===== src/rtl/biu_refill_ctrl.sv =====
// Line-refill controller: round-robin arbitration of two miss ports, one burst read per
// line, beats streamed into the entry buffer, then a tag-install pulse plus requester ack.
module biu_refill_ctrl #(
    parameter int LINE_WORDS  = 8,
    parameter int CNT_WIDTH   = $clog2(LINE_WORDS),
    parameter int LINE_OFFSET = $clog2(LINE_WORDS) + 2
) (
    input  logic                 clk,
    input  logic                 rst,
    input  logic                 req0_valid,
    input  logic [31:0]          req0_addr,
    output logic                 req0_ack,
    input  logic                 req1_valid,
    input  logic [31:0]          req1_addr,
    output logic                 req1_ack,
    output logic                 req_err,
    output logic                 bus_req,
    output logic [31:0]          bus_addr,
    input  logic                 bus_gnt,
    input  logic                 bus_rvalid,
    input  logic [31:0]          bus_rdata,
    input  logic                 bus_err,
    output logic                 buf_we,
    output logic [CNT_WIDTH-1:0] buf_waddr,
    output logic [31:0]          buf_wdata,
    output logic                 line_refill,
    output logic [31:0]          refill_pa,
    output logic                 busy,
    output logic [2:0]           dbg_state
);

    // Handshakes: a request is held valid until its 1-cycle ack; bus address phase completes
    // on bus_req && bus_gnt; a data beat is accepted on any DATA cycle with bus_rvalid.
    typedef enum logic [2:0] {
        S_IDLE  = 3'd0,
        S_ADDR  = 3'd1,
        S_DATA  = 3'd2,
        S_FILL  = 3'd3,
        S_ABORT = 3'd4
    } state_t;

    localparam logic [CNT_WIDTH-1:0] LAST_BEAT = CNT_WIDTH'(LINE_WORDS - 1);

    state_t               r_state;
    state_t               w_next;
    logic                 r_rr_ptr;
    logic                 r_winner;
    logic [31:0]          r_line_addr;
    logic [CNT_WIDTH-1:0] r_cnt;

    logic                 w_grant;
    logic                 w_grant_id;
    logic [31:0]          w_sel_addr;
    logic                 w_beat;

    always_comb begin
        w_grant    = 1'b0;
        w_grant_id = 1'b0;
        if (r_state == S_IDLE) begin
            if (req0_valid && req1_valid) begin
                w_grant    = 1'b1;
                w_grant_id = r_rr_ptr;
            end else if (req0_valid) begin
                w_grant    = 1'b1;
                w_grant_id = 1'b0;
            end else if (req1_valid) begin
                w_grant    = 1'b1;
                w_grant_id = 1'b1;
            end
        end
    end

    assign w_sel_addr = w_grant_id ? req1_addr : req0_addr;
    // A bus error in the same cycle as a beat suppresses that beat's buffer write.
    assign w_beat = (r_state == S_DATA) && bus_rvalid && !bus_err;

    always_comb begin
        w_next = r_state;
        case (r_state)
            S_IDLE:  if (w_grant) w_next = S_ADDR;
            S_ADDR: begin
                if (bus_err)      w_next = S_ABORT;
                else if (bus_gnt) w_next = S_DATA;
            end
            S_DATA: begin
                if (bus_err)                            w_next = S_ABORT;
                else if (bus_rvalid && r_cnt == LAST_BEAT) w_next = S_FILL;
            end
            S_FILL:  w_next = S_IDLE;
            S_ABORT: w_next = S_IDLE;
            default: w_next = S_IDLE;
        endcase
    end

    always_ff @(posedge clk or negedge rst) begin
        if (!rst) begin
            r_state     <= S_IDLE;
            r_rr_ptr    <= 1'b0;
            r_winner    <= 1'b0;
            r_line_addr <= '0;
            r_cnt       <= '0;
        end else begin
            r_state <= w_next;
            if (w_grant) begin
                r_winner    <= w_grant_id;
                r_rr_ptr    <= ~w_grant_id;
                r_line_addr <= {w_sel_addr[31:LINE_OFFSET], {LINE_OFFSET{1'b0}}};
                r_cnt       <= '0;
            end else if (w_beat) begin
                r_cnt <= r_cnt + 1'b1;
            end
        end
    end

    // Outputs decode the registered state; only the buffer write port passes bus data through.
    assign bus_req     = (r_state == S_ADDR);
    assign bus_addr    = (r_state == S_ADDR) ? r_line_addr : '0;
    assign line_refill = (r_state == S_FILL);
    assign refill_pa   = (r_state == S_FILL) ? r_line_addr : '0;
    assign req0_ack    = ((r_state == S_FILL) || (r_state == S_ABORT)) && !r_winner;
    assign req1_ack    = ((r_state == S_FILL) || (r_state == S_ABORT)) && r_winner;
    assign req_err     = (r_state == S_ABORT);
    assign busy        = (r_state != S_IDLE);
    assign buf_we      = w_beat;
    assign buf_waddr   = w_beat ? r_cnt : '0;
    assign buf_wdata   = w_beat ? bus_rdata : '0;
    assign dbg_state   = r_state;

endmodule


===== config.mk =====
export PLATFORM = sky130hd
export DESIGN_NAME = biu_refill_ctrl
export DESIGN_NICKNAME = d
export VERILOG_FILES = /design/src/rtl/biu_refill_ctrl.sv
export SDC_FILE = /design/constraint.sdc
export NUM_CORES = 1
export LEC_CHECK = 0
export BUFFER_PORTS_ARGS = -buffer_cell sky130_fd_sc_hd__buf_2
export CORE_AREA = 2 2 82 84
export CTS_CLUSTER_DIAMETER = 60
export CTS_CLUSTER_SIZE = 16
export DETAILED_ROUTE_END_ITERATION = 7
export DIE_AREA = 0 0 84 86
export HOLD_SLACK_MARGIN = 0.12
export PLACE_DENSITY_LB_ADDON = 0.1
export SLEW_MARGIN = 20
export SYNTH_ARGS = -nofsm -noshare
export SYNTH_HDL_FRONTEND = slang
export SYNTH_SLANG_ARGS = --single-unit

===== constraint.sdc =====
create_clock -name clk -period 3 [get_ports clk]
set_clock_uncertainty 0.05 [all_clocks]
set_input_delay 0.6 -clock clk [delete_from_list [all_inputs] [get_ports clk]]
set_output_delay 0.6 -clock clk [all_outputs]
set_load 0.1 [all_outputs]

==> flow_summary.ini, run 1 <==
[outcome]
outcome = finished clean

[floorplan]
num_rows = 29
dieArea_mm2 = 0.00722
coreArea_mm2 = 0.00628
ios = 212
die_width_um = 84
start_util_pct = 38.1
chipHeight_um = 86

[timing]
rsz0062_at_grt = no
setup_viol = 0
period_needed_ns = 2.70
finalHoldViolCount = 0
setup_tns_ns = 0
hold_ws_ns = 0.350
maxSlewViolCount = 0
tightestPinTransition_ns = 0.808
slew_headroom_pct = 46.1
max_freq_mhz = 371
setup_ws_ns = 0.305
period_share_pct = 89.8

[place]
preCtsSetupSlack_ns = 0.399
dp_hpwl_um = 6360
port_buffers = 191
routabilityCongestion = 0.825
dp_cells = 503

[worst_setup_path]
setup.worst_path.end_class = output pin
cp_max_fo = 16
reg2regPathDepth = 4
critPathArrivalTime_ns = 2.05
r2r_setup_slack_ns = 0.78
cp.required_ns = 2.35
r2r-start = dbg_state[0]
cp-start-kind = register
r2r_end = r_line_addr[30]
path_class = reg -> out

[logic_synthesis]
netlist_instances = 252
synthesis.area_mm2 = 0.00239
ys_ff_latch = 35
ys_seq_area_share_pct = 36.6
yosys_warnings = 0
synth_cell_type_count = 34
syn_avg_cell_area_um2 = 9.49

[clock_tree]
post-cts-setup-buffers = 0
cts_resized = 0
cts_tree = done
postCtsHoldBufs = 0
clock_tree.root_cell = clkbuf_8
cts.path.max_buffers = 2
htree_levels = 2
clkTransAtPathRegs_ns = 0.07
cts_made_buffers = 5
clock-sinks = 35
clk_latency_ns = 0.29

[drt]
totalWireLength_um = 8410
met3_length_um = 510
drtAntennaViolNets = 0
first_pass_iters = 4
via_per_inst = 5.22
vias = 2665
drcViolationCount = 0
top_layer = met4
drt-wirelength-per-cell_um = 16.4
drtIter0Drc = 122
dr_wl_met2_um = 4430
wl_met1_um = 3310

[cells_and_area]
diodes = 0
drive_above_1_share_pct = 53.2
nFillCells = 538
nNetsFinal = 538
fin_cells = 511
area_delta_synth_final_pct = 69.2

[pwr]
total_power_mw = 4.06
peakVddDrop_v = 0.000556
power_leakage_nw = 2.31
powerDensity_mw_per_mm2 = 1000

[global_routing]
grt_pass1_vias = 2546
grt_max_degree = 37
grt_pass1_wl_um = 13300
grt_antenna_before_repair = 0
gr-usage-all-layers_pct = 23.0
grt_overflow = 0

[worst_hold_path]
min-delay-path-class = in -> async

[flow_run]
maxCapViolCount = 0
==> power by group <==
group	internal [mW]	leakage [nW]	total, mW	switching, mW
sequential	0.687	0.434	0.866	0.179
combinational	0.701	1.83	2.86	2.16
clock	0.163	0.0422	0.334	0.171
total	1.55	2.31	4.06	2.51
==> synthesized netlist by cell type <==
| cell type | instances | share of area (%) |
|---|---|---|
| a211oi_4 | 1 | 0.84 |
| a21boi_0 | 27 | 8.5 |
| a21o_1 | 2 | 0.63 |
| a21oi_1 | 2 | 0.42 |
| a221o_1 | 28 | 12 |
| a22o_1 | 2 | 0.73 |
| a22oi_1 | 1 | 0.31 |
| and2_1 | 29 | 7.6 |
| and2b_1 | 1 | 0.31 |
| and3_1 | 62 | 16 |
| and3b_1 | 1 | 0.37 |
| buf_1 | 1 | 0.16 |
| buf_2 | 4 | 0.84 |
| buf_4 | 10 | 3.1 |
| buf_6 | 2 | 0.94 |
| clkbuf_1 | 19 | 3.0 |
| conb_1 | 1 | 0.16 |
| dfrtp_1 | 35 | 37 |
| dlygate4sd1_1 | 1 | 0.37 |
| ha_1 | 2 | 1.0 |
| inv_1 | 3 | 0.47 |
| inv_2 | 1 | 0.16 |
| nand2_1 | 1 | 0.16 |
| nor2_1 | 3 | 0.47 |
| nor2b_1 | 2 | 0.52 |
| nor3_1 | 2 | 0.42 |
| nor3_4 | 1 | 0.68 |
| nor3b_1 | 1 | 0.31 |
| nor4b_4 | 1 | 0.99 |
| o211a_1 | 2 | 0.84 |
| o21ai_0 | 1 | 0.21 |
| or2_2 | 1 | 0.26 |
| or3_1 | 1 | 0.26 |
| or4b_1 | 1 | 0.42 |
==> registers in the layout (all words and copies together) (netlist names) <==
signal       cells
dbg_state        3
r_winner         1
r_cnt            3
r_rr_ptr         1
r_line_addr     27
==> cells by family (layout without fill, tap and decap cells) <==
| logic type | after synthesis | in the layout | share of synthesized area [%] |
|---|---|---|---|
| flip-flops | 35 | 35 | 36.6 |
| other | 1 | 10 | 0.157 |
| AO/OA/AOI/OAI | 66 | 66 | 24.2 |
| adder cells (fa/ha/maj) | 2 | 2 | 1.05 |
| AND/OR/NAND/NOR | 107 | 107 | 29.0 |
| buffers and inverters | 41 | 214 | 9.05 |
==> metrics by stage <==
stage / util, % / instance area (um^2)
4_1_cts: 64.5 / 4050
3_3_place_gp: 63.2 / 3970
3_5_place_dp: 63.2 / 3970
6_report: 64.5 / 4050
5_1_grt: 64.5 / 4050
2_1_floorplan: - / 2480
==> worst max path at each step <==
stage                      start            to  slack (ns)  cells past startpoint
finish              dbg_state[2]  bus_addr[11]        0.30                      4
global route        dbg_state[2]  bus_addr[11]        0.20                      4
CTS                 dbg_state[2]  bus_addr[11]        0.28                      4
detailed placement       bus_err        buf_we        0.40                      4
global placement         bus_err        buf_we        0.43                      4
floorplan           dbg_state[2]      req1_ack        0.05                      3
==> metal layers <==
metal / global-route usage [%] / vias to the layer above
met3: 4.33 / 13
met2: 42.3 / 120
li1: - / 1273
met5: 0 / -
met4: 5.57 / 0
met1: 27.7 / 1259
==> placed cells by master (no fill, tap or decap), types with 2 or more instances in the layout <==
master,n
buf_2,154
and3_1,62
buf_12,37
dfrtp_1,32
a221o_1,28
a21boi_0,27
and2_1,20
buf_4,11
conb_1,10
and2_2,9
clkbuf_8,5
inv_1,3
nor2_2,2
o211a_1,2
a21o_1,2
a22o_1,2
nor3_1,2
a21oi_1,2
ha_1,2
clkbuf_1,2
dfrtp_2,2
==> area by class of cell <==
cell class | count | area [um^2] | share of cell area (%)
clock buffers | 7 | 76.3 | 1.89
repair buffers | 202 | 1590 | 39.4
flip-flops and latches | 35 | 882 | 21.8
inverters | 4 | 15.0 | 0.371
clock inverters | 1 | 5.00 | 0.124
well taps | 77 | 96.3 | 2.38
multi-input cells | 185 | 1380 | 34.1
==> worst max-delay path, stage by stage (launching register included) <==
cell and delay (ns):
dfrtp_4 0.54, inv_1 0.33, buf_4 0.27, and3_1 0.19
buf_2 0.43
No activity file was read; power rests on OpenSTA's default activity.
==> run 2: changes to the inputs <==
- CORE_AREA: 2 2 82 84 -> not set
- CORE_MARGIN: not set -> 1.5
- CORE_UTILIZATION: not set -> 34
- DIE_AREA: 0 0 84 86 -> not set
- SETUP_SLACK_MARGIN: not set -> 0.3
- clock period: 3 -> 2.4 ns (I/O delays scaled with it)
==> run 2 against run 1 <==
  * Clock-buffer cell count fell by 2
  * Core utilization up 19 points
  * Sequential power up 29%
  * Critical path type unchanged
  * Clock power up 26%
  * Combinational power increased by 77%
  * Sequential share of layout area down 6.1 points
==> flow_summary.ini, run 2 (synthesis results as in run 1) <==
[global_routing]
grt_pass1_vias = 2863
grt_max_degree = 37
grt_overflow = 0
grt-busiest-layer = met2
use_met1_pct = 28.9
use_met3_pct = 7.30
grt_pass1_wl_um = 14900
grt_antenna_before_repair = 0
grtUsageMet2_pct = 45.2
gr-usage-all-layers_pct = 25.4

[floorplan]
start_util_pct = 35.2
chipHeight_um = 86.9
die_width_um = 86.9
num_rows = 30
ios = 212
coreArea_mm2 = 0.00679
dieArea_mm2 = 0.00755

[worst_setup_path]
critPathArrivalTime_ns = 1.79
r2r_setup_slack_ns = 0.34
cp-start-kind = register
setup.worst_path.end_class = output pin
path_class = reg -> out
crit_chain = buf_12 > and3b_2 > clkbuf_16 > nor2_4 > nor2b_4 > buf_12
path_common_cell = buf_12
r2r_end = r_line_addr[24]
reg2regPathDepth = 10
cp_max_fo = 7
critPathSlowestCell = dfrtp_4
cp.required_ns = 1.87
critPathMaxStageDelay_ns = 0.53
r2r-start = dbg_state[0]

[clock_tree]
htree_levels = 2
clock-sinks = 35
cts.path.max_buffers = 2
cts_made_buffers = 5
clk_latency_ns = 0.29
cts_tree = done
clkTransAtPathRegs_ns = 0.07
clock_tree.root_cell = clkbuf_8

[cells_and_area]
multi_input_area_mm2 = 0.00178
seq_area_um2 = 887
largest_reg_flops = 27
area_delta_synth_final_pct = 137
layout_common_cells = buf_12 (101), buf_2 (95), and3_4 (62)
drive_above_1_share_pct = 74.3
design_area_mm2 = 0.00566
largest_register = r_line_addr
final_common_cell = buf_12
nFillCells = 377
diodes = 0
final_util_pct = 83.3
nNetsFinal = 555

[flow_run]
maxCapViolCount = 0

[pwr]
pwr-share-seq_pct = 16.9
p_sw_mw = 3.52
power_leakage_nw = 2.55
p_sw_share_pct = 53.3
peakVddDrop_v = 0.000836
combPwrFrac_pct = 76.7
clock_power_share_pct = 6.4
powerDensity_mw_per_mm2 = 1170
p_int_mw = 3.08

[timing]
period_needed_ns = 2.32
setup_tns_ns = 0
setup_ws_ns = 0.0835
finalHoldViolCount = 0
period_share_pct = 96.5
slew_headroom_pct = 43.9
setup_viol = 0
maxSlewViolCount = 0
rsz0062_at_grt = yes
tightestPinTransition_ns = 0.842
max_freq_mhz = 432

[place]
preCtsSetupSlack_ns = 0.291
routabilityCongestion = 0.760
port_buffers = 191
dp_hpwl_um = 7070
place_area_mm2 = 0.00527

[outcome]
outcome = finished clean

[drt]
via_per_inst = 5.21
drtIter0Drc = 120
vias = 2851
first_pass_iters = 5
totalWireLength_um = 10100
drcViolationCount = 0
drt-wirelength-per-cell_um = 18.4
drtAntennaViolNets = 0

[worst_hold_path]
min-delay-path-class = in -> async
run 2: what timing repair did:
action,4_1_cts,5_1_grt
endpoints found under the setup margin,94,117
cloned,0,4
pin swaps,1,8
buffers inserted,3,9
hold buffers,0,0
resized for setup,9,33
run 2: critical path: cells and delay by family (launching register included):
family	cells	cell delay, ns
simple gates	3	0.47
flops	1	0.53
buf+inv	3	0.50
run 2: worst max-delay path by stage:
stage,from,endpoint,slack (ns),cells after the start
after floorplan,dbg_state[2],req1_ack,-0.38,3
after global placement,bus_err,buf_we,0.30,4
after detailed placement,bus_err,buf_we,0.29,4
after CTS,dbg_state[0],buf_wdata[19],0.11,4
after global routing,dbg_state[0],req1_ack,0.03,6
final,dbg_state[0],req1_ack,0.08,6
run 2: power groups by stage:
stage	clock, mW	combinational (mW)	sequential [mW]
finish	0.421	5.06	1.12
floorplan	0	3.10	1.18
global placement	0	4.58	1.09
CTS	0.431	4.78	1.10
detailed placement	0	4.64	1.12
global route	0.463	5.25	1.15
run 2: per-layer routing:
layer	routed length (um)	part of all wire [%]	vias to the layer above
met3	766	7.6	12
met1	3720	37	1398
met2	5430	54	127
met5	0	0	-
met4	155	1.5	0
li1	-	-	1314
run 2: layout make-up:
type,instances,share of cell area (%)
timing repair buffer,219,49.1
multi-input combinational,185,31.4
sequential,35,15.7
tap,96,2.12
clock buffer,5,1.22
clock inverter,3,0.265
inverter,4,0.265
run 2: per-stage QoR:
stage / hold WS [ns] / total power, mW / cells
floorplan: 0.134 / 4.29 / 261
global placement: 0.470 / 5.67 / 523
detailed placement: 0.483 / 5.76 / 523
CTS: 0.253 / 6.31 / 534
global route: 0.289 / 6.86 / 547
finish: 0.244 / 6.60 / 547
==> run 3: changes to the inputs <==
--- a/config.mk
+++ b/config.mk
@@ -13,3 +13,3 @@
 export DETAILED_ROUTE_END_ITERATION = 7
-export HOLD_SLACK_MARGIN = 0.12
+export HOLD_SLACK_MARGIN = 0.1
 export PLACE_DENSITY_LB_ADDON = 0.1
==> constraint.sdc (replaced) <==
create_clock -name clk -period 2.4 [get_ports clk]
set_clock_uncertainty 0.05 [all_clocks]
set_input_delay 0.72 -clock clk [delete_from_list [all_inputs] [get_ports clk]]
set_output_delay 0.72 -clock clk [all_outputs]
set_load 0.1 [all_outputs]
==> run 3 against run 2 <==
  * The run now ends with negative setup slack left
  * Setup slack got worse by 0.27 ns
  * Total power rose by 3.3%
  * Non-clock buffer count rose by 15
  * Hold slack improved by 0.23 ns
  * Fmax fell by 10%
  * Final area rose by 3.6%
  * Critical endpoint is now buf_wdata[25]
  * Largest power group unchanged
==> flow_summary.ini, run 3 (synthesis results as in run 1) <==
[outcome]
outcome = finished, violations left
failed_checks = negative setup slack

[clock_tree]
cts_made_buffers = 5
clock-sinks = 35
clkTransAtPathRegs_ns = 0.08
cts.path.max_buffers = 2
postCtsHoldBufs = 0
clock_tree.root_cell = clkbuf_8
htree_levels = 2
cts_tree = done
clk_latency_ns = 0.28

[drt]
drt-wirelength-per-cell_um = 18.6
totalWireLength_um = 10500
drtIter0Drc = 142
drtAntennaViolNets = 0
drcViolationCount = 0
via_per_inst = 5.16
first_pass_iters = 4
vias = 2900

[worst_setup_path]
cp-start-kind = input pin
crit_chain = buf_8 > nor4b_4 > buf_6 > clkbuf_16 > and3_4 > buf_12
startpoint = bus_err
path_class = in -> out
r2r-start = dbg_state[0]
critPathArrivalTime_ns = 1.82
cp.required_ns = 1.63
r2r_setup_slack_ns = 0.44
cp_max_fo = 9
cp-endpoint = buf_wdata[25]
critPathSlowestCell = nor4b_4
critPathMaxStageDelay_ns = 0.29
reg2regPathDepth = 7
r2r_end = r_line_addr[23]
setup.worst_path.end_class = output pin

[pwr]
peakVddDrop_v = 0.000769
powerDensity_mw_per_mm2 = 1160
power_leakage_nw = 2.66

[worst_hold_path]
min-delay-path-class = in -> async

[global_routing]
gr-usage-all-layers_pct = 25.2
grt_overflow = 0
grt_antenna_before_repair = 0
grt_pass1_vias = 2820
grt_pass1_wl_um = 14900
grt_max_degree = 38

[place]
routabilityCongestion = 0.794
dp_hpwl_um = 7110
place_area_mm2 = 0.00535
port_buffers = 191

[cells_and_area]
final_common_cell = buf_12
largest_register = r_line_addr
nNetsFinal = 570
drive_above_1_share_pct = 74.7
area_delta_synth_final_pct = 145
final_util_pct = 86.4
layout_common_cells = buf_12 (102), buf_2 (92), and3_4 (62)
diodes = 0
design_area_mm2 = 0.00587
largest_reg_flops = 27

[timing]
setup_viol = 84
setup_ws_ns = -0.186
slew_headroom_pct = 46.0
period_share_pct = 108
max_freq_mhz = 387
finalHoldViolCount = 0
maxSlewViolCount = 0
tightestPinTransition_ns = 0.810
rsz0062_at_grt = yes
period_needed_ns = 2.59

[floorplan]
dieArea_mm2 = 0.00755
coreArea_mm2 = 0.00679
die_width_um = 86.9
ios = 212
num_rows = 30
chipHeight_um = 86.9
start_util_pct = 35.2

[flow_run]
maxCapViolCount = 0
## run 3: changes by cell type in the layout (fill, tap and decap cells not counted), moves of 2 or more
cell and change:
buf_4 +12, buf_2 -3, clkbuf_16 +2, clkbuf_4 +2
clkinv_2 -2
## run 3: what timing repair did
action                                  4_1_cts  5_1_grt
gates resized for setup                      15        9
cloned                                        1        7
pin swaps                                    10       10
buffers inserted                             10        8
endpoints found under the setup margin       96       97
## run 3: worst min-delay path by stage
stage                   from         endpoint  slack, ns  depth (start not counted)
floorplan                rst         r_cnt[0]       0.37                          0
global route        r_cnt[1]         r_cnt[1]       0.53                          1
detailed placement  r_cnt[2]         r_cnt[2]       0.48                          1
CTS                      rst  r_line_addr[16]       0.49                          1
finish                   rst  r_line_addr[16]       0.47                          1
global placement    r_cnt[1]         r_cnt[1]       0.46                          1
## run 3: cell type report
class                   count  area, um^2
repair buffers            234        2960
multi-input cells         185        1770
fillers                   340         927
flip-flops and latches     35         887
well taps                  96         120
clock buffers               6        82.6
clock inverters             2        35.0
inverters                   4        15.0
## run 3: stage by stage
step / setup WS (ns) / hold slack (ns) / instances / TNS [ns] / power (mW)
finish: -0.186 / 0.472 / 562 / -9.89 / 6.82
global route: -0.208 / 0.534 / 562 / -13.03 / 7.09
CTS: -0.147 / 0.494 / 547 / -8.83 / 6.64
detailed placement: -0.169 / 0.476 / 528 / -5.51 / 5.80
global placement: -0.152 / 0.464 / 528 / -4.80 / 5.72
floorplan: -0.618 / 0.374 / 261 / -6.45 / 4.37
## run 3: worst max-delay path, delay by kind of cell
family                 cells  cell delay (ns)
buffers and inverters      4             0.61
and+or+nand+nor            2             0.49
## run 3: report_power, final
group / internal, mW / leakage, nW / switching (mW)
Sequential: 0.865 / 0.434 / 0.246
Combinational: 2.10 / 2.17 / 3.05
Clock: 0.336 / 0.0612 / 0.222
Total: 3.30 / 2.66 / 3.52
## run 3: routing by layer
metal / track usage, % / up-vias / wire, um
met5: 0 / - / 0
met4: 7.18 / 0 / 210
met3: 7.68 / 18 / 787
met2: 44.6 / 137 / 5510
met1: 29.1 / 1395 / 3970
li1: - / 1350 / -
